==> config.mk <==
export PLATFORM = sky130hd
export DESIGN_NAME = glyph_row_writer
export DESIGN_NICKNAME = d
export VERILOG_FILES = /design/src/rtl/glyph_row_writer.sv
export SDC_FILE = /design/constraint.sdc
export NUM_CORES = 1
export LEC_CHECK = 0
export BUFFER_PORTS_ARGS = -buffer_cell sky130_fd_sc_hd__buf_2
export CORE_MARGIN = 4
export CORE_UTILIZATION = 40
export CTS_BUF_LIST = sky130_fd_sc_hd__clkbuf_8
export DETAILED_ROUTE_END_ITERATION = 10
export MAX_ROUTING_LAYER = met4
export PLACE_DENSITY_LB_ADDON = 0.25
export SYNTH_ARGS = -nofsm -noshare
export SYNTH_HDL_FRONTEND = slang
export SYNTH_SLANG_ARGS = --single-unit
==> constraint.sdc <==
create_clock -name clk -period 6 [get_ports clk]
set_clock_uncertainty 0.15 [all_clocks]
set_input_delay 0.9 -clock clk [delete_from_list [all_inputs] [get_ports clk]]
set_output_delay 0.9 -clock clk [all_outputs]
set_load 0.02 [all_outputs]
==> src/rtl/glyph_row_writer.sv <==
// Packs a serial left-to-right pixel stream into ROW_W-bit row words and writes one glyph (ROWS rows) to glyph RAM.
// Define GLYPH_ROW_WRITER_MIRROR_EN to pack LSB-first and store the glyph horizontally mirrored.
module glyph_row_writer #(
    parameter int ROW_W  = 16,
    parameter int ROWS   = 16,
    parameter int ADDR_W = 8
) (
    input  logic              clk,
    input  logic              reset,
    input  logic              start,
    input  logic [ADDR_W-1:0] base_addr,
    input  logic              bit_in,
    input  logic              bit_valid,
    output logic              bit_ready,
    output logic              wr_en,
    output logic [ADDR_W-1:0] wr_addr,
    output logic [ROW_W-1:0]  wr_data,
    output logic              busy,
    output logic              done
);

    localparam int BIT_CW = $clog2(ROW_W);
    localparam int ROW_CW = $clog2(ROWS);

    typedef enum logic [1:0] {IDLE, LOAD, WRITE, DONE} state_t;

    state_t              state;
    state_t              next_state;
    logic [BIT_CW-1:0]   bit_cnt;
    logic [ROW_CW-1:0]   row_cnt;
    logic [ROW_W-1:0]    shift_reg;
    logic [ADDR_W-1:0]   base_q;
    logic                last_bit;
    logic                last_row;

    assign last_bit = (bit_cnt == BIT_CW'(ROW_W - 1));
    assign last_row = (row_cnt == ROW_CW'(ROWS - 1));

    always_ff @(posedge clk or posedge reset) begin
        if (reset) begin
            state <= IDLE;
        end else begin
            state <= next_state;
        end
    end

    always_comb begin
        next_state = state;
        case (state)
            IDLE:    if (start) next_state = LOAD;
            LOAD:    if (bit_valid && last_bit) next_state = WRITE;
            WRITE:   next_state = last_row ? DONE : LOAD;
            DONE:    next_state = IDLE;
            default: next_state = IDLE;
        endcase
    end

    // Datapath: counters, packing shift register and the latched base address.
    always_ff @(posedge clk or posedge reset) begin
        if (reset) begin
            bit_cnt   <= '0;
            row_cnt   <= '0;
            shift_reg <= '0;
            base_q    <= '0;
        end else begin
            case (state)
                IDLE: begin
                    if (start) begin
                        base_q    <= base_addr;
                        bit_cnt   <= '0;
                        row_cnt   <= '0;
                        shift_reg <= '0;
                    end
                end
                LOAD: begin
                    if (bit_valid) begin
`ifdef GLYPH_ROW_WRITER_MIRROR_EN
                        shift_reg <= {bit_in, shift_reg[ROW_W-1:1]};
`else
                        shift_reg <= {shift_reg[ROW_W-2:0], bit_in};
`endif
                        if (!last_bit) begin
                            bit_cnt <= bit_cnt + BIT_CW'(1);
                        end
                    end
                end
                WRITE: begin
                    bit_cnt <= '0;
                    if (!last_row) begin
                        row_cnt <= row_cnt + ROW_CW'(1);
                    end
                end
                default: ;
            endcase
        end
    end

    // Write port is driven only in WRITE so it reads zero whenever no write is in flight.
    always_comb begin
        bit_ready = 1'b0;
        wr_en     = 1'b0;
        wr_addr   = '0;
        wr_data   = '0;
        busy      = 1'b0;
        done      = 1'b0;
        case (state)
            LOAD: begin
                bit_ready = 1'b1;
                busy      = 1'b1;
            end
            WRITE: begin
                wr_en   = 1'b1;
                wr_addr = base_q + ADDR_W'(row_cnt);
                wr_data = shift_reg;
                busy    = 1'b1;
            end
            DONE: begin
                done = 1'b1;
                busy = 1'b1;
            end
            default: ;
        endcase
    end

endmodule

==> qor.tcl <==
set qor(run_status) {finished clean}
set qor(grt_antenna_before_repair) 0
set qor(overall_die_height_microns) 75.3
set qor(n_fill_cell) 420
set qor(crit_path_frequent_cell) {a21oi_1}
set qor(antenna-diode-count) 0
set qor(timing.critical_path.to_type) {primary output}
set qor(critical_path_s_largest_stage_delay_ns) 0.42
set qor(fin_setup_tns_ns) 0
set qor(multi_input_gate_area_in_the_final_layout_sq_um) 880
set qor(drt-initial-drc-count) 80
set qor(internal_power_uw) 531
set qor(synth_area_leaders) {dfrtp_1 47%, a22o_1 7.7%, and2_1 6.6%}
set qor(final_design_area_no_fill_sq_um) 2110
set qor(start_kind) {flop}
set qor(critPathSlowestCell) {dfrtp_1}
set qor(tritoncts) {built}
set qor(routed_wl_mm) 3.58
set qor(synth.top_cell.area_share_pct) 47.0
set qor(gp_congestion) 0.797
set qor(regToRegSetupSlack_ns) 4.16
set qor(global_route_wire_length_before_repair_mm) 6.19
set qor(max_vdd_drop_uv) 163
set qor(cts_buffers) 5
set qor(yosysSeqAreaShare_pct) 47.0
set qor(p_sw_share_pct) 33.6
set qor(timing_hold_violations_final) 0
set qor(path_max_fanout) 5
set qor(grt_start_max_net_pins) 35
set qor(io-pin-count) 41
set qor(post_cts_resize_count) 0
set qor(net_switching_uw) 269
set qor(avgViaCountPerCell) 5.25
set qor(detail_route.drc_violations) 0
set qor(cts.path.max_buffers) 2
set qor(hpwl_mm) 2.46
set qor(detail_route.first_pass.iterations) 4
set qor(max_cap_violations) 0
set qor(worst-slew-pin-transition_ns) 0.454
set qor(grt_pass1_vias) 1307
set qor(power_density_over_the_cells_nw_per_um2) 379
set qor(timing.hold.worst.class) {flop to flop}
set qor(nNetsFinal) 227
set qor(crit_path_end) {wr_addr[6]}
set qor(globalRouteOverflowTotal) 0
set qor(final_min_period_over_clock_period_pct) 55.2
set qor(floorplan.initialDensity_pct) 41.3
set qor(post_synth_instance_area_sq_um) 1810
set qor(final-setup-viol-count) 0
set qor(rsz_0062_raised_after_global_routing) {no}
set qor(yosys_warnings) 0
set qor(number_of_register_bits_inferred_by_synthesis) 34
set qor(floorplan.die.width_microns) 75.3
set qor(path_class) {flop to primary output}
set qor(finalMaxSlewViolations) 0
set qor(cts_root_buffer) {clkbuf_8}
set qor(largest_reg_flops) 16
set qor(regToRegStartpoint) {state[1]$_DFFE_PP0P_}
set qor(max_slew_margin_pct) 69.8
set qor(synth_ff_type) {dfrtp_1}
set qor(count_of_port_buffers_added_during_placement) 40
set qor(cp-startpoint) {row_cnt[0]$_DFFE_PP0P_}
set qor(worstReg2RegEnd) {bit_cnt[3]$_DFFE_PP0P_}
set qor(seqPwrFrac_pct) 49.5
set qor(clkPwrFrac_pct) 21.4
set qor(cts_sinks) 34
set qor(arrival_time_at_the_worst_endpoint_ns) 2.26
set qor(routed-via-count) 1365
set qor(area.sequential_sq_um) 851
set qor(avgSynthCellArea_sq_um) 10.8
set qor(power_frac_comb_pct) 29.1
set qor(placement_rows) 24
set qor(die-area_sq_um) 5670
set qor(syn_nets) 187
set qor(ctsHtreeMaxLevel) 2
set qor(fmax_mhz) 302
set qor(ant_nets) 0
set qor(grt.total_usage_pct) 14.7
set qor(synthesis.instances) 167
set qor(post-synth-top-area-cell) {dfrtp_1}
set qor(required_ns) 4.95
set qor(rr_worst_depth) 4
set qor(cts_hold_buffers) 0
set qor(cts.reportedPaths.clkPinSlew_ns) 0.07
set qor(place_area_sq_um) 2020
set qor(drive_gt1_share_pct) 31.7
set qor(power.leakage_nw) 1.09
set qor(route.detailed.wl_per_inst_microns) 13.8
set qor(core_area_sq_um) 4380
set qor(critical_path_cell_by_cell) {ha_1, fa_1, a21o_1, a21oi_1, o21ai_0, a21oi_1, buf_2}
set qor(clock_insertion_delay_worst_skew_ns) 0.28
set qor(final.min_clock_period_ns) 3.31
set qor(cts_post_setup_buffers_inserted) 0
set qor(number_of_enable_type_register_cells_in_the_synthesized_netlist) 0
set qor(synth_cell_types) 43
set qor(asyncSetResetFlopFracSynth_pct) 100
set qor(area.growth.synth_to_final_pct) 16.6
[area by class of cell]
cell class	instances	share of cell area [%]
multi-input combinational	120	41.6
timing repair buffer	41	9.83
clock inverter	2	0.414
inverter	5	0.888
clock buffer	6	3.91
sequential	34	40.3
tap	52	3.08
[per-stage QoR]
| stage | hold slack (ns) | util (%) | total power [mW] | cells | worst slack [ns] |
|---|---|---|---|---|---|
| after floorplan | 0.308 | - | 0.591 | 167 | 3.08 |
| after global placement | 0.330 | 46.1 | 0.635 | 252 | 3.10 |
| after detailed placement | 0.330 | 46.1 | 0.635 | 252 | 3.04 |
| after CTS | 0.351 | 48.2 | 0.810 | 260 | 2.72 |
| after global routing | 0.380 | 48.2 | 0.869 | 260 | 2.58 |
| final | 0.350 | 48.2 | 0.800 | 260 | 2.69 |
[cells in the mapped netlist (2+ instances only)]
library cell / n
dfrtp_1: 34
and2_1: 19
a22o_1: 16
nand2_1: 12
o21ai_0: 10
mux2_2: 7
ha_1: 6
a21oi_1: 5
nand3_1: 5
nor2_1: 5
inv_1: 4
a21o_1: 3
buf_6: 3
a211oi_1: 2
buf_2: 2
buf_4: 2
nand2b_4: 2
nor2_4: 2
nor3_1: 2
o22ai_1: 2
or3_1: 2
[logic make-up (layout without fill, tap and decap cells)]
kind of cell / Yosys count / count (layout) / synth area share, %
xor+xnor: 2 / 2 / 0.967
mux: 8 / 8 / 4.90
flops: 34 / 34 / 47.0
compound gates: 46 / 46 / 18.7
fa+ha+maj: 7 / 7 / 5.25
buf+inv: 13 / 54 / 4.49
simple gates: 57 / 57 / 18.7
[power groups by stage]
stage                     clock network (mW)  registers, mW  logic (mW)
after floorplan                            0          0.373       0.219
after global placement                     0          0.401       0.234
after detailed placement                   0          0.398       0.237
after CTS                              0.177          0.397       0.237
after global routing                   0.188          0.415       0.265
final                                  0.171          0.396       0.233
[placed cells by master, fill, tap and decap left out, types with 2 or more instances in the layout]
cell,count
dfrtp_1,34
ha_1,6
buf_2,40
mux2_2,7
a22o_1,16
nand2b_4,2
a211oi_1,2
nor3_1,2
a21o_1,3
a21oi_1,5
nand3_1,5
or3_1,2
clkbuf_8,6
nand2_1,12
and2_1,19
o21ai_0,10
nor2_1,5
o22ai_1,2
nor2_4,2
inv_1,5
[metal layers]
layer  part of all wire (%)  GRT usage (%)
met1                     49           20.6
met2                     45           21.1
met3                    4.5           3.69
met4                   0.70           4.08
met5                      0              -
[worst max-delay path: cells and delay by family, from the launching register on]
| family | cells | cell delay (ns) |
|---|---|---|
| AO/OA/AOI/OAI | 4 | 0.70 |
| flip-flops | 1 | 0.42 |
| adder cells (fa/ha/maj) | 2 | 0.66 |
| buffers and inverters | 1 | 0.19 |
[worst min path at each step]
stage,start,endpoint,slack (ns),cells past startpoint
after floorplan,shift_reg[15]$_DFFE_PP0P_,shift_reg[15]$_DFFE_PP0P_,0.31,1
after global placement,shift_reg[15]$_DFFE_PP0P_,shift_reg[15]$_DFFE_PP0P_,0.33,1
after detailed placement,shift_reg[15]$_DFFE_PP0P_,shift_reg[15]$_DFFE_PP0P_,0.33,1
after CTS,shift_reg[15]$_DFFE_PP0P_,shift_reg[15]$_DFFE_PP0P_,0.35,1
after global routing,base_q[2]$_DFFE_PP0P_,base_q[2]$_DFFE_PP0P_,0.38,1
final,shift_reg[15]$_DFFE_PP0P_,shift_reg[15]$_DFFE_PP0P_,0.35,1
(Power assumes the default switching activity.)
